[src/rtl/uart_pkg.sv]
// Shared UART types: parity selection and receiver state encoding.
package uart_pkg;

  typedef enum logic [1:0] {
    PARITY_NONE = 2'd0,
    PARITY_EVEN = 2'd1,
    PARITY_ODD  = 2'd2
  } parity_t;

  typedef enum logic [2:0] {
    RX_IDLE,
    RX_START,
    RX_DATA,
    RX_PARITY,
    RX_STOP,
    RX_BREAK_WAIT
  } rx_state_t;

endpackage

[src/rtl/uart_rx_shift_in_register.sv]
// Serial-in, parallel-out shift register; bits enter at the MSB end so an
// LSB-first stream ends up in natural bit order after Width shifts.
module shift_in_register #(
  parameter int Width = 8
) (
  input  logic             clk,
  input  logic             rst,
  input  logic             serial_in,
  input  logic             enable,
  output logic [Width-1:0] parallel_out
);

  // Shift one bit in from the top whenever enable is high.
  always_ff @(posedge clk or posedge rst) begin
    // NOTE: this register is reset because the received word is observable
    // through data_out; plain storage arrays would normally be left unreset.
    if (rst) begin
      parallel_out <= '0;
    end else if (enable) begin
      parallel_out <= {serial_in, parallel_out[Width-1:1]};
    end
  end

endmodule

[src/rtl/uart_rx.sv]
// UART receiver: synchronizes the RX line, finds the start edge, samples each
// bit mid-period and delivers the word with parity/framing flags as a pulse.
module uart_rx
  import uart_pkg::*;
#(
  parameter int ClockDivider = 8,
  parameter int DataBits     = 8,
  parameter int StopBits     = 1,
  parameter int Parity       = 0
) (
  input  logic                clk,
  input  logic                rst,
  input  logic                in_bit,
  output logic [DataBits-1:0] data_out,
  output logic                data_out_valid,
  output logic                parity_error,
  output logic                framing_error,
  output logic                busy
);

  if (ClockDivider < 4) begin : g_bad_divider
    $error("uart_rx: ClockDivider must be >= 4");
  end
  if (DataBits < 5 || DataBits > 9) begin : g_bad_data_bits
    $error("uart_rx: DataBits must be in [5,9]");
  end
  if (StopBits < 1 || StopBits > 2) begin : g_bad_stop_bits
    $error("uart_rx: StopBits must be 1 or 2");
  end
  if (Parity < 0 || Parity > 2) begin : g_bad_parity
    $error("uart_rx: Parity must be 0, 1 or 2");
  end

  localparam int      CntW       = $clog2(ClockDivider);
  localparam int      BitW       = 4;
  localparam parity_t ParityMode = parity_t'(Parity[1:0]);
  localparam logic [CntW-1:0] LastCnt = CntW'(ClockDivider - 1);
  localparam logic [CntW-1:0] HalfCnt = CntW'(ClockDivider / 2 - 1);

  rx_state_t         state, state_next;
  logic              rx_meta, rx_s, rx_prev;
  logic [CntW-1:0]   cnt;
  logic [BitW-1:0]   bit_cnt;
  logic [DataBits-1:0] sr_data;
  logic              perr, ferr;
  logic              fall, tick, half_tick;
  logic              frame_start, cnt_clr, bit_clr, bit_inc;
  logic              shift_en, parity_smp, stop_smp, done;

  // Two-flop synchronizer plus the previous-sample register for edge detection.
  always_ff @(posedge clk or posedge rst) begin
    // NOTE: sequential state uses non-blocking assignments so every flop
    // samples pre-edge values; blocking here would collapse the sync chain.
    if (rst) begin
      rx_meta <= 1'b1;
      rx_s    <= 1'b1;
      rx_prev <= 1'b1;
    end else begin
      rx_meta <= in_bit;
      rx_s    <= rx_meta;
      rx_prev <= rx_s;
    end
  end

  assign fall      = rx_prev & ~rx_s;
  assign tick      = (cnt == LastCnt);
  assign half_tick = (cnt == HalfCnt);

  // State register.
  always_ff @(posedge clk or posedge rst) begin
    if (rst) state <= RX_IDLE;
    else     state <= state_next;
  end

  // Next-state and per-cycle control strobes.
  always_comb begin
    // NOTE: every output gets a default first so no path leaves one
    // unassigned, which would otherwise infer a latch.
    state_next  = state;
    frame_start = 1'b0;
    cnt_clr     = 1'b0;
    bit_clr     = 1'b0;
    bit_inc     = 1'b0;
    shift_en    = 1'b0;
    parity_smp  = 1'b0;
    stop_smp    = 1'b0;
    done        = 1'b0;
    case (state)
      RX_IDLE: begin
        if (fall) begin
          frame_start = 1'b1;
          cnt_clr     = 1'b1;
          state_next  = RX_START;
        end
      end
      RX_START: begin
        if (half_tick) begin
          if (rx_s) begin
            state_next = RX_IDLE;
          end else begin
            cnt_clr    = 1'b1;
            bit_clr    = 1'b1;
            state_next = RX_DATA;
          end
        end
      end
      RX_DATA: begin
        if (tick) begin
          shift_en = 1'b1;
          if (bit_cnt == BitW'(DataBits - 1)) begin
            bit_clr    = 1'b1;
            state_next = (ParityMode != PARITY_NONE) ? RX_PARITY : RX_STOP;
          end else begin
            bit_inc = 1'b1;
          end
        end
      end
      RX_PARITY: begin
        if (tick) begin
          parity_smp = 1'b1;
          state_next = RX_STOP;
        end
      end
      RX_STOP: begin
        if (tick) begin
          stop_smp = 1'b1;
          if (bit_cnt == BitW'(StopBits - 1)) begin
            done = 1'b1;
            // A low line here is a break or stuck line: wait for it to rise
            // so the low level is not mistaken for a new start bit.
            state_next = rx_s ? RX_IDLE : RX_BREAK_WAIT;
          end else begin
            bit_inc = 1'b1;
          end
        end
      end
      RX_BREAK_WAIT: begin
        if (rx_s) state_next = RX_IDLE;
      end
      default: state_next = RX_IDLE;
    endcase
  end

  // Bit-period counter and bit index within the current field.
  always_ff @(posedge clk or posedge rst) begin
    if (rst) begin
      cnt     <= '0;
      bit_cnt <= '0;
    end else begin
      if (cnt_clr || state == RX_IDLE || state == RX_BREAK_WAIT) cnt <= '0;
      else if (tick)                                            cnt <= '0;
      else                                                      cnt <= cnt + 1'b1;
      if (bit_clr)      bit_cnt <= '0;
      else if (bit_inc) bit_cnt <= bit_cnt + 1'b1;
    end
  end

  shift_in_register #(.Width(DataBits)) u_shift (
    .clk          (clk),
    .rst          (rst),
    .serial_in    (rx_s),
    .enable       (shift_en),
    .parallel_out (sr_data)
  );

  // Per-frame error accumulation, cleared at each detected start edge.
  always_ff @(posedge clk or posedge rst) begin
    if (rst) begin
      perr <= 1'b0;
      ferr <= 1'b0;
    end else if (frame_start) begin
      perr <= 1'b0;
      ferr <= 1'b0;
    end else begin
      if (parity_smp) begin
        if (ParityMode == PARITY_ODD) perr <= (rx_s != ~^sr_data);
        else                          perr <= (rx_s != ^sr_data);
      end
      if (stop_smp && !rx_s) ferr <= 1'b1;
    end
  end

  // Output register: word and flags update together with the valid pulse.
  always_ff @(posedge clk or posedge rst) begin
    if (rst) begin
      data_out       <= '0;
      data_out_valid <= 1'b0;
      parity_error   <= 1'b0;
      framing_error  <= 1'b0;
    end else begin
      data_out_valid <= done;
      if (done) begin
        data_out      <= sr_data;
        parity_error  <= perr;
        framing_error <= ferr | ~rx_s;
      end
    end
  end

  assign busy = (state != RX_IDLE);

endmodule
[config.mk]
export PLATFORM = sky130hd
export DESIGN_NAME = uart_rx
export DESIGN_NICKNAME = d
export VERILOG_FILES = /design/src/rtl/uart_pkg.sv /design/src/rtl/uart_rx_shift_in_register.sv /design/src/rtl/uart_rx.sv
export SDC_FILE = /design/constraint.sdc
export NUM_CORES = 1
export LEC_CHECK = 0
export CAP_MARGIN = 20
export CORE_MARGIN = 2
export CORE_UTILIZATION = 30
export CTS_BUF_LIST = sky130_fd_sc_hd__clkbuf_8
export DETAILED_ROUTE_END_ITERATION = 10
export PLACE_DENSITY = 0.46
export SKIP_CTS_REPAIR_TIMING = 1
export SLEW_MARGIN = 15
export SYNTH_ARGS = -nofsm -noshare
export SYNTH_HDL_FRONTEND = slang
export SYNTH_HIERARCHICAL = 1
export SYNTH_SLANG_ARGS = --single-unit
[constraint.sdc]
create_clock -name clk -period 1.8 [get_ports clk]
set_input_delay 0.27 -clock clk [delete_from_list [all_inputs] [get_ports clk]]
set_output_delay 0.27 -clock clk [all_outputs]
set_load 0.01 [all_outputs]
# == Yosys cells after proc, flatten, opt, wreduce, memory -nomap -nowiden ==
# Index checks and enable logic that the tools add are counted.
# Widths: inputs -> output; s select.
# op_classes
reduce_logical,12
muxes,39
addsub,2
eq_ne,17
bitwise,3
# op_table
op,count
$mux 3,11
$mux 1,21
$pmux 3 s6,1
$ne 2x2->1 const B,8
$eq 3x2->1 const B,3
$eq 3x3->1 const B,3
$mux 4,2
$reduce_and 8->1,1
$reduce_xor 8->1,1
$pmux 1 s2,3
$reduce_bool 2->1,3
$add 4x1->4 const B,1
$eq 4x3->1 const B,1
$logic_not 4->1,1
$add 3x1->3 const B,1
$eq 3x1->1 const B,1
$logic_not 3->1,1
$reduce_bool 3->1,1
$logic_or 1x1->1,2
$mux 2,1
$and 1x1->1,1
$logic_and 1x1->1,1
$logic_not 1->1,1
$ne 1x1->1,1
other kinds (2),2
# word_totals
ff_bits,34
out_inout_bits,12
elab_cells,86
in_bits,3

# == Longest topological paths before layout ==
# depth
word_depth,7
mapped_depth,7

# == Cells and area by module ==
# Netlist, hierarchy kept.
# by_module_without_submodules
mod,cells_per_inst,area_per_inst_um2,seq_area_each_um2,instances
uart_rx,124,1351.3,654.4,1
shift_in_register,18,335.3,200.2,1

# == Worst setup path before layout ==
# Ideal clock, no wire load.
# synth_path
path_kind,flip-flop to flip-flop
startpoint,register cnt[0]
endpoint,register bit_cnt[3]
setup_slack_ns,-0.088
synth_period_minus_slack_ns,1.888
required_time_ns,1.727
setup_time_ns,0.073
stages_incl_launch_ff,8
arrival_time_ns,1.815
cell_sequence,dfrtp_1 ha_1 ha_1 buf_2 inv_1 a211o_1 or4_4 a21oi_2
# synth_between
elab_chain_len,4
word_cells_on_any_way,10
# synth_rtl
element,line,rtl
from (decl),uart_rx.sv:42,logic [CntW-1:0] cnt;
from (signal assigned),uart_rx.sv:152,else cnt <= cnt + 1'b1;
$eq 3x3->1 or $eq 3x2->1 (tied branches),"uart_rx.sv:66, uart_rx.sv:67",
"$mux 1, on equally long branches","uart_rx.sv:108, uart_rx.sv:97, uart_rx.sv:125",
$pmux 1 s2,uart_rx.sv:88,case (state)
$mux 4 or $reduce_bool 2->1 (tied branches),--,
to (signal assigned),uart_rx.sv:154,else if (bit_inc) bit_cnt <= bit_cnt + 1'b1;
to (decl),uart_rx.sv:43,logic [BitW-1:0] bit_cnt;
# Parallel ways exist; a longest one is shown, timed or not.
# A chain may end at the register's enable or synchronous reset.

# == Final worst setup path ==
# layout_path
startpoint,register cnt[0]
endpoint,register bit_cnt[2]
# The elaborated chain is that of the path after synthesis.

==> out/results.ini <==
[run_status]
outcome=finished clean

[place]
dp.cells=235
dpl_cell_area_sq_mm=0.001984
portBuffers=14
gp_congestion=0.7669
hpwl_microns=2323

[power]
irDropWorstVdd_uv=403.7
cellPowerDensity_mw_per_mm2=1085
power_leakage_uw=0.001023

[synth]
synth_warnings=6
synth.cell_area_sq_mm=0.001687
yosysSeqAreaShare_pct=50.67
synth_top_family_by_area=multiplexers
yosys-top-cells-area=dfrtp_1 46%, mux2_4 7.1%, mux2_1 6.0%, dfstp_2 4.7%, ha_1 3.7%
synth_compound_area_share_pct=10.61
synth_common_cells=31 x dfrtp_1, 9 x mux2_1, 8 x mux2_4, 8 x nor2_1
synthFlopType=dfrtp_1
synth_top_area_share_pct=45.99
ys_types=44
synth.area.mux_share_pct=13.72
synth_top_cell_by_area=dfrtp_1
syn_avg_cell_area_sq_um=11.88
synth_cells=142
synthArstFlopShare_pct=100.0
synthXorXnorAreaFrac_pct=4.451
synth-seq-cells=34
synth.most_common_cell=dfrtp_1
synth_nets=150
synth-edff-count=0
synthAdderAreaFrac_pct=3.709
synth-simple-area-share_pct=12.76

[drt]
antenna_left=0
wire_per_inst_microns=13.56
num_vias=1164
vias_per_cell=4.732
routed_wl_microns=3335
drcViolationCount=0
drtIter0Drc=76
drtPass1Iterations=4

[global_routing]
grt_pass1_vias=1113
grt_util_all_layers_pct=11.75
grt_pass1_wl_microns=5595
antenna_found_initial=0
overflow=0
grt_max_degree=15

[cts]
clock-sinks=34
clk_latency_ns=0.28
cts_root_buf=clkbuf_8
cts_made_buffers=5
cts_buffer_depth=2
cts_tree=done
htree_levels=2
path_clk_slew_ns=0.07

[critical_path]
r2r_slack_ns=0.05
worstRegToRegCells=6
critPathLaunchType=flop
crit_type=reg -> reg
worstPathRequired_ns=2.02
worst-endpoint-arrival_ns=1.97
rr_startpoint=cnt[0]$_DFF_PP0_
reg2reg_to=bit_cnt[2]$_DFFE_PP0P_
end_kind=flop
cp-startpoint=cnt[0]$_DFF_PP0_
path_max_fanout=8
crit_end=bit_cnt[2]$_DFFE_PP0P_

[cells_and_area]
multiInputGateArea_sq_um=825.8
final_area_sq_mm=0.002220
syn2layout_area_growth_pct=31.60
finalNetCount=181
seq_area_sq_um=858.3
fin_cells=246
fillers=531
antenna_cells=0
drive_gt1_share_pct=31.03

[die]
chipWidth_microns=78.98
die_h_microns=78.98
rows=27
design.die.area_sq_mm=0.006238
floorplan.initialDensity_pct=30.82
io_pins=15
core_area_sq_mm=0.005473

[timing]
maxSlewHeadroom_pct=71.47
period_needed_ns=1.751
hold_viol_final=0
max_freq_ghz=0.5710
tns_ns=0
setup_viol=0
rsz0062_at_grt=yes
skew_ns=0.005457
post-route-period-util_pct=97.30
drv_slew=0
worst_slew_pin_slew_ns=0.4280

[hold_path]
worstHoldPathType=in -> async

[run]
max_cap_viol_count=0

-- placed cells by master, fill, tap and decap left out, types with 3 or more instances in the layout --
cell,instances
inv_1,6
clkdlybuf4s50_1,13
nand3_1,3
dfrtp_1,28
nand2b_1,4
a21oi_2,3
buf_6,3
dfstp_2,3
o21ai_1,5
mux2_4,8
o21ai_0,3
nor2_1,7
a21oi_1,5
buf_4,13
nand3b_1,3
clkbuf_8,5
dfrtp_2,3
inv_2,3
xnor2_1,4
ha_1,3
mux2_1,9
-- flip-flops by register name, summed over array words and instances (netlist names) --
register              count
data_out_valid            1
bit_cnt                   4
parity_error              1
ferr                      1
data_out                  8
rx_meta                   1
u_shift/parallel_out      8
perr                      1
rx_s                      1
rx_prev                   1
framing_error             1
cnt                       3
state                     3
-- power by group --
part | leakage [uW] | switching (uW) | internal, uW | total (uW)
clock network | 0.0000683 | 280 | 555 | 835
logic | 0.000502 | 301 | 334 | 635
registers | 0.000453 | 92.2 | 845 | 937
total | 0.00102 | 674 | 1730 | 2410
-- critical path, stage by stage (launching register included) --
cell	delay (ns)
dfrtp_1	0.35
ha_2	0.21
ha_4	0.14
inv_2	0.04
a211o_4	0.34
or4_4	0.48
a21oi_2	0.12
-- stage by stage --
step | utilization [%] | setup slack, ns | power, uW | hold slack [ns]
floorplan | - | 0.02101 | 1311 | 0.08566
global placement | 36.26 | 0.08230 | 1498 | 0.3488
detailed placement | 36.26 | 0.01996 | 1507 | 0.3513
CTS | 38.77 | -0.08992 | 2366 | 0.2633
global route | 40.56 | -0.01753 | 2564 | 0.2832
finish | 40.56 | 0.04856 | 2407 | 0.2692
-- layout make-up --
class / instances / share of cell area [%]
sequential: 34 / 38.67
multi-input combinational: 93 / 37.20
timing repair buffer: 30 / 12.34
tap: 72 / 4.059
clock buffer: 5 / 3.100
clock inverter: 3 / 3.100
inverter: 9 / 1.522
-- how the worst min path moves through the flow --
stage	from	end	slack, ns	depth (start not counted)
final	rst	u_shift/parallel_out[4]$_DFFE_PP0P_	0.27	2
after detailed placement	rx_meta$_DFF_PP1_	rx_s$_DFF_PP1_	0.35	0
after CTS	rst	u_shift/parallel_out[4]$_DFFE_PP0P_	0.26	2
after global routing	rst	u_shift/parallel_out[4]$_DFFE_PP0P_	0.28	2
after global placement	rx_meta$_DFF_PP1_	rx_s$_DFF_PP1_	0.35	0
after floorplan	rst	u_shift/parallel_out[0]$_DFFE_PP0P_	0.09	1
-- per-layer routing --
layer	wire length, microns	global-route usage, %	vias to the layer above	share of wire (%)
met5	0	0	-	0
met1	1580	16.44	559	47
met2	1537	16.10	31	46
li1	-	-	567	-
met3	146	3.750	7	4.4
met4	71	6.034	0	2.1
-- logic make-up (layout without fill, tap and decap cells) --
family                     after synthesis  count (layout)
xor gates and xnor gates                 7               7
AOI/OAI and AO/OA                       28              28
and+or+nand+nor                         35              35
buffers and inverters                   15              47
muxes                                   18              18
adders and majority gates                5               5
DFF                                     34              34
Note: power is estimated with default switching activity, not from simulation.
